[config.mk]
export PLATFORM = sky130hd
export DESIGN_NAME = operand_fwd_unit
export DESIGN_NICKNAME = d
export VERILOG_FILES = /design/src/rtl/operand_fwd_unit.sv
export SDC_FILE = /design/constraint.sdc
export NUM_CORES = 1
export LEC_CHECK = 0
export BUFFER_PORTS_ARGS = -buffer_cell sky130_fd_sc_hd__buf_2
export CORE_ASPECT_RATIO = 0.7
export CORE_UTILIZATION = 33
export CTS_BUF_LIST = sky130_fd_sc_hd__clkbuf_8
export DETAILED_ROUTE_END_ITERATION = 8
export PLACE_DENSITY_LB_ADDON = 0.25
export SLEW_MARGIN = 5
export SYNTH_ARGS = -nofsm -noshare
export SYNTH_HDL_FRONTEND = slang
export SYNTH_SLANG_ARGS = --single-unit
[constraint.sdc]
create_clock -name clk -period 7.9 [get_ports clk]
set_clock_uncertainty 0.05 [all_clocks]
set_input_delay 2.37 -clock clk [delete_from_list [all_inputs] [get_ports clk]]
set_output_delay 2.37 -clock clk [all_outputs]
set_load 0.05 [all_outputs]
[src/rtl/operand_fwd_unit.sv]
// EX-stage operand forwarding unit.
// Each source operand resolves its value from MEM, WB or the register file
// based on register-address matches. A load in MEM raises a load-use stall.
// While EX is stalled, each operand freezes its resolved value in a hold
// register so it stays valid after the producer has retired.

module operand_fwd_lane #(
    parameter int WIDTH = 32,
    parameter int RA_W  = 5
) (
    input  logic             clk,
    input  logic             rst_n,
    input  logic [RA_W-1:0]  ra_i,
    input  logic [WIDTH-1:0] rf_data_i,
    input  logic             ex_stall_i,
    input  logic             ex_flush_i,
    input  logic             mem_wr_en_i,
    input  logic [RA_W-1:0]  mem_rd_i,
    input  logic             mem_is_load_i,
    input  logic [WIDTH-1:0] mem_result_i,
    input  logic             wb_wr_en_i,
    input  logic [RA_W-1:0]  wb_rd_i,
    input  logic [WIDTH-1:0] wb_busw_i,
    output logic [WIDTH-1:0] data_o,
    output logic [1:0]       sel_o,
    output logic             lu_o
);

    typedef enum logic {
        S_LIVE = 1'b0,
        S_HELD = 1'b1
    } state_e;

    localparam logic [1:0] SEL_MEM  = 2'd0;
    localparam logic [1:0] SEL_WB   = 2'd1;
    localparam logic [1:0] SEL_RF   = 2'd2;
    localparam logic [1:0] SEL_HOLD = 2'd3;

    state_e           state_q, state_d;
    logic [WIDTH-1:0] hold_q, hold_d;

    logic             mem_hit, wb_hit;
    logic [WIDTH-1:0] live_data;
    logic [1:0]       live_sel;
    logic             live_lu;

    // Address matchers and the LIVE-state source priority (MEM masks WB, r0 never forwards)
    always_comb begin
        mem_hit   = mem_wr_en_i && (mem_rd_i == ra_i) && (ra_i != '0);
        wb_hit    = wb_wr_en_i  && (wb_rd_i  == ra_i) && (ra_i != '0);
        live_sel  = SEL_RF;
        live_data = rf_data_i;
        live_lu   = 1'b0;
        if (mem_hit && !mem_is_load_i) begin
            live_sel  = SEL_MEM;
            live_data = mem_result_i;
        end else if (mem_hit) begin
            // Load result not available yet: the regfile value is not meaningful
            live_lu   = 1'b1;
        end else if (wb_hit) begin
            live_sel  = SEL_WB;
            live_data = wb_busw_i;
        end
    end

    // State and hold register; reset discards any captured value
    always_ff @(posedge clk or negedge rst_n) begin
        if (!rst_n) begin
            state_q <= S_LIVE;
            hold_q  <= '0;
        end else begin
            state_q <= state_d;
            hold_q  <= hold_d;
        end
    end

    // Next state: flush wins over capture; a load-use operand stays LIVE to re-resolve
    always_comb begin
        state_d = state_q;
        hold_d  = hold_q;
        if (ex_flush_i) begin
            state_d = S_LIVE;
        end else begin
            case (state_q)
                S_LIVE: if (ex_stall_i && !live_lu) begin
                    state_d = S_HELD;
                    hold_d  = live_data;
                end
                S_HELD: if (!ex_stall_i) state_d = S_LIVE;
                default: state_d = S_LIVE;
            endcase
        end
    end

    // Outputs: HELD ignores the matchers entirely
    always_comb begin
        if (state_q == S_HELD) begin
            data_o = hold_q;
            sel_o  = SEL_HOLD;
            lu_o   = 1'b0;
        end else begin
            data_o = live_data;
            sel_o  = live_sel;
            lu_o   = live_lu;
        end
    end

endmodule

module operand_fwd_unit #(
    parameter int WIDTH   = 32,
    parameter int NUM_OPS = 2,
    parameter int RA_W    = 5
) (
    input  logic                     clk,
    input  logic                     rst_n,
    input  logic [NUM_OPS*RA_W-1:0]  ex_src_ra,
    input  logic [NUM_OPS*WIDTH-1:0] ex_rf_data,
    input  logic                     ex_stall,
    input  logic                     ex_flush,
    input  logic                     mem_wr_en,
    input  logic [RA_W-1:0]          mem_rd,
    input  logic                     mem_is_load,
    input  logic [WIDTH-1:0]         mem_result,
    input  logic                     wb_wr_en,
    input  logic [RA_W-1:0]          wb_rd,
    input  logic [WIDTH-1:0]         wb_busw,
    output logic [NUM_OPS*WIDTH-1:0] ex_data,
    output logic [NUM_OPS*2-1:0]     fwd_sel,
    output logic                     lu_stall
);

    logic [NUM_OPS-1:0] lu_op;

    for (genvar i = 0; i < NUM_OPS; i++) begin : g_op
        operand_fwd_lane #(
            .WIDTH (WIDTH),
            .RA_W  (RA_W)
        ) u_lane (
            .clk           (clk),
            .rst_n         (rst_n),
            .ra_i          (ex_src_ra[i*RA_W +: RA_W]),
            .rf_data_i     (ex_rf_data[i*WIDTH +: WIDTH]),
            .ex_stall_i    (ex_stall),
            .ex_flush_i    (ex_flush),
            .mem_wr_en_i   (mem_wr_en),
            .mem_rd_i      (mem_rd),
            .mem_is_load_i (mem_is_load),
            .mem_result_i  (mem_result),
            .wb_wr_en_i    (wb_wr_en),
            .wb_rd_i       (wb_rd),
            .wb_busw_i     (wb_busw),
            .data_o        (ex_data[i*WIDTH +: WIDTH]),
            .sel_o         (fwd_sel[i*2 +: 2]),
            .lu_o          (lu_op[i])
        );
    end

    // Any operand waiting on a load stalls the stage
    assign lu_stall = |lu_op;

endmodule

======== Word-level counts from Yosys, hierarchy flattened ========
Index checks and enable logic that the tools add are counted.
Widths: inputs -> output; s select.
word-level totals
  bits in latches ......................... 0
  output and inout port bits .............. 69
  flip-flop bits (word level) ............. 66
  RAM bits ................................ 0
  memories ................................ 0
  logic and storage cells ................. 60
  memory bits (read-only) ................. 0
  input bits .............................. 155
cells by class
  mux-type cells .......................... 29
  order comparisons ....................... 0
  shifts and indexed selects .............. 0
  eq/ne operators ......................... 4
  div/mod/pow operators ................... 0
  reductions and logical operators ........ 20
  $mul .................................... 0
  bitwise operators ....................... 3
  add/subtract/negate cells ............... 0
operators by type and width
  kind               number
  $mux 32            8
  $eq 5x5->1         4
  $mux 2             8
  $logic_and 1x1->1  12
  $mux 1             11
  $reduce_bool 5->1  2
  $reduce_and 3->1   2
  $pmux 1 s2         2
  $logic_not 1->1    3
  $not 1->1          3
  $reduce_or 2->1    1

======== Logic depth before layout (Yosys ltp) ========
  word-level depth ........................ 10
  gate-level depth with buffers ........... 7
  depth with buffers taken out ............ 5

======== By module ========
From an unflattened synthesis, not the netlist that was laid out.
second synthesis, totals
  cell total of the unflattened synthesis .. 563
  area total of the unflattened synthesis .. 4750.8 um^2
by module, submodules not included
  module            cells an instance  instances  seq. area each (um^2)  area an instance (um^2)
  operand_fwd_lane  281                2          825.8                  2372.3
  operand_fwd_unit  1                  1          0.0                    6.3

======== Least setup slack after synthesis ========
No wires, ideal clock.
  path type ............................... input -> output
  start ................................... input port ex_src_ra[1]
  end ..................................... output port ex_data[2]
  arrival time ............................ 4.820 ns
  cell stages on the path ................. 7
  slack ................................... 0.660 ns
  cell sequence ........................... or4_4 -> o211ai_4 -> or3_1 -> buf_4 -> buf_4 -> o22ai_1 -> o31ai_1
on the way
  cells in the longest elaborated chain, start to end .. 7
  elaborated cells between the ends (all ways) .. 12
ends and longest elaborated chain
  item                             RTL line  text
  start: declaration               117       input logic [NUM_OPS*RA_W-1:0] ex_src_ra,
  $eq 5x5->1                       50        wb_hit = wb_wr_en_i && (wb_rd_i == ra_i) && (ra_i != '0);
  $logic_and 1x1->1 (2 in series)  50
  $mux 32                          60        end else if (wb_hit) begin
  $mux 32                          57        end else if (mem_hit) begin
  $mux 32 *                        54        if (mem_hit && !mem_is_load_i) begin
  $mux 32 *                        97        if (state_q == S_HELD) begin
  end: declaration                 128       output logic [NUM_OPS*WIDTH-1:0] ex_data,
Mark *: on every way between the ends. The rest lies on a longest branch, timed or not.

======== Final worst setup path ========
  start ................................... input port ex_src_ra[7]
  end ..................................... output port ex_data[54]
The elaborated chain is that of the path after synthesis.

==> impl_metrics.toml <==
[run_status]
status = "finished, final reports clean"

[placed_design]
finalWeightedCongestion = 0.889
portBuffers = 223
hpwl_mm = 12.6

[routing]
ant_nets = 0
vias = 5384
routed_via_density = 5.72
avgRoutedWirePerCell_um = 18.5
drc_errors = 0
first_pass_iters = 5
wirelength_mm = 17.4
drtIter0Drc = 345

[global_route]
antenna_found_initial = 0
grt.total_usage_pct = 24.9
grt-ovfl-total = 0
grt_pass1_wl_mm = 27.1
grt_max_degree = 69
grt_pass1_vias = 5177

[floorplanning]
die_area_um2 = 14200
rows = 35
chipHeight_um = 100
ios = 224
start_util_pct = 34.1
core_area_um2 = 13300
die_x_um = 142

[sta]
fmax_mhz = 134
slew_headroom_pct = 20.8
hold_viol = 0
timing.final.crit_share_pct = 94.4
rsz0062_at_grt = "no"
setup_viol = 0
fin_tns_setup_ns = 0
worstMarginPinSlew_ns = 1.19
min_period_ns = 7.46
maxSlewViolCount = 0

[setup_path]
path_cells = "buf_2 -> xnor2_1 -> nand4_1 -> o211ai_4 -> o22ai_1 -> o31ai_1 -> buf_2"
crit_path_frequent_cell = "buf_2"
cp_slowest_cell = "o211ai_4"
critPathKind = "in2out"
slowest_delay_ns = 1.00
endpoint_kind = "output pin"
path_buf_inv = 2
critPathMaxFanout = 34
cp.arrival_ns = 5.04
cpLargestDelayFamily = "compound AO/OA/AOI/OAI gates"
worstPathRequired_ns = 5.48
crit_path_start_kind = "input pin"

[yosys]
ys_ff_latch = 66
synth_cell_type_count = 23
avgSynthCellArea_um2 = 8.11
synth_ff_type = "dfrtp_1"
netlist_area_um2 = 4530
synthCells = 558
syn-num-nets = 713
seq_area_frac_synth_pct = 36.5
postSynth.asyncResetShare_pct = 100
synth_edf_count = 0
yosys_warnings = 0

[cts]
ctsLongestPathBuffers = 2
cts_setup_buffers = 0
clk_latency_ns = 0.34
cts_made_buffers = 9
clk_pin_slew_worst_paths_ns = 0.06
cts_root_buf = "clkbuf_8"
cts-resized-gates = 0
htree_num_levels = 3
cts_tree = "yes"
holdBufCountCts = 0
cts.sinks = 66

[run]
max_cap_viol_count = 0

[layout]
layout_commonest_cell = "buf_2"
drive_gt1_share_pct = 34.8
syn2layout_area_growth_pct = 32.1
layout.nets = 906
mostFrequentLayoutCells = "buf_2 (222), nand2_1 (128), o31ai_1 (128)"

[hold_path]
hp-class = "reg2reg"

[power_and_ir_drop]
ir_drop_v = 0.0000829
p_leak_nw = 2.71
power_mw = 1.12
p_per_area_nw_per_um2 = 186
==> path summary, 6_finish.rpt <==
kind	start	end	slack, ns	cells past startpoint
worst max-delay path	ex_src_ra[7]	ex_data[54]	0.44	7
worst min-delay path	g_op[0].u_lane.hold_q[13]	g_op[0].u_lane.hold_q[13]	0.43	2
worst max register to register	g_op[0].u_lane.state_q	g_op[0].u_lane.hold_q[15]	5.37	5
worst min register to register	g_op[0].u_lane.hold_q[13]	g_op[0].u_lane.hold_q[13]	0.43	2
max in group asynchronous	rst_n	g_op[0].u_lane.state_q	5.05	1
min in group asynchronous	rst_n	g_op[1].u_lane.hold_q[28]	2.08	1
==> metrics by stage <==
stage | instances | hold slack (ns) | worst slack [ns] | cell area, um2 | util [%]
final | 942 | 0.432 | 0.445 | 5980 | 45.1
after detailed placement | 925 | 0.417 | 0.491 | 5770 | 43.5
after CTS | 941 | 0.434 | 0.490 | 5980 | 45.0
after global placement | 925 | 0.409 | 0.577 | 5770 | 43.5
after global routing | 941 | 0.453 | 0.328 | 5980 | 45.0
after floorplan | 558 | 0.399 | 0.660 | 4530 | -
==> per-layer routing <==
| layer | up-vias | GRT usage, % | wire length [um] |
|---|---|---|---|
| met1 | 2575 | 35.1 | 7980 |
| met2 | 270 | 37.4 | 7430 |
| met5 | - | 0 | 0 |
| met3 | 20 | 7.35 | 1800 |
| li1 | 2519 | - | - |
| met4 | 0 | 5.29 | 193 |
==> cell usage after synthesis, types with 3 or more instances <==
| cell | count | area (um2) |
|---|---|---|
| buf_2 | 7 | 35.0 |
| buf_4 | 14 | 105 |
| clkbuf_1 | 33 | 124 |
| dfrtp_1 | 66 | 1650 |
| nand2_1 | 128 | 480 |
| nand2b_1 | 3 | 18.8 |
| nor2_1 | 4 | 15.0 |
| nor3_1 | 68 | 340 |
| o211a_1 | 4 | 40.0 |
| o22ai_1 | 64 | 400 |
| o31ai_1 | 128 | 961 |
| xnor2_1 | 12 | 105 |
| xor2_1 | 8 | 70.1 |
==> worst register-to-register path, stage by stage (launching register included) <==
cell and delay (ns):
dfrtp_2 1.15, nor2_1 0.21, o31ai_4 0.34, buf_4 0.50
nand2_1 0.11, o31ai_1 0.08
==> sequential cells by signal, summed over array words and instances, names as in the netlist <==
register / count
g_op.u_lane.state_q: 2
g_op.u_lane.hold_q: 64
==> layout make-up <==
type / count / area (um2)
timing repair buffer: 236 / 1230
tap: 185 / 231
sequential: 66 / 1650
antenna: 1 / 2.50
multi-input combinational: 437 / 2650
inverter: 1 / 3.75
fill: 1374 / 7290
clock inverter: 5 / 53.8
clock buffer: 11 / 151
==> kinds of logic after synthesis <==
| logic type | count (synthesis) | synth area share (%) |
|---|---|---|
| AO/OA/AOI/OAI | 206 | 33.5 |
| XOR/XNOR | 20 | 3.87 |
| buffers and inverters | 55 | 5.91 |
| flip-flops | 66 | 36.5 |
| AND/OR/NAND/NOR | 211 | 20.2 |
==> where the power goes <==
part	internal (mW)	switching (mW)
Combinational	0.120	0.264
Clock	0.161	0.138
Sequential	0.392	0.0384
Total	0.674	0.441
Note: power is estimated with default switching activity, not from simulation.
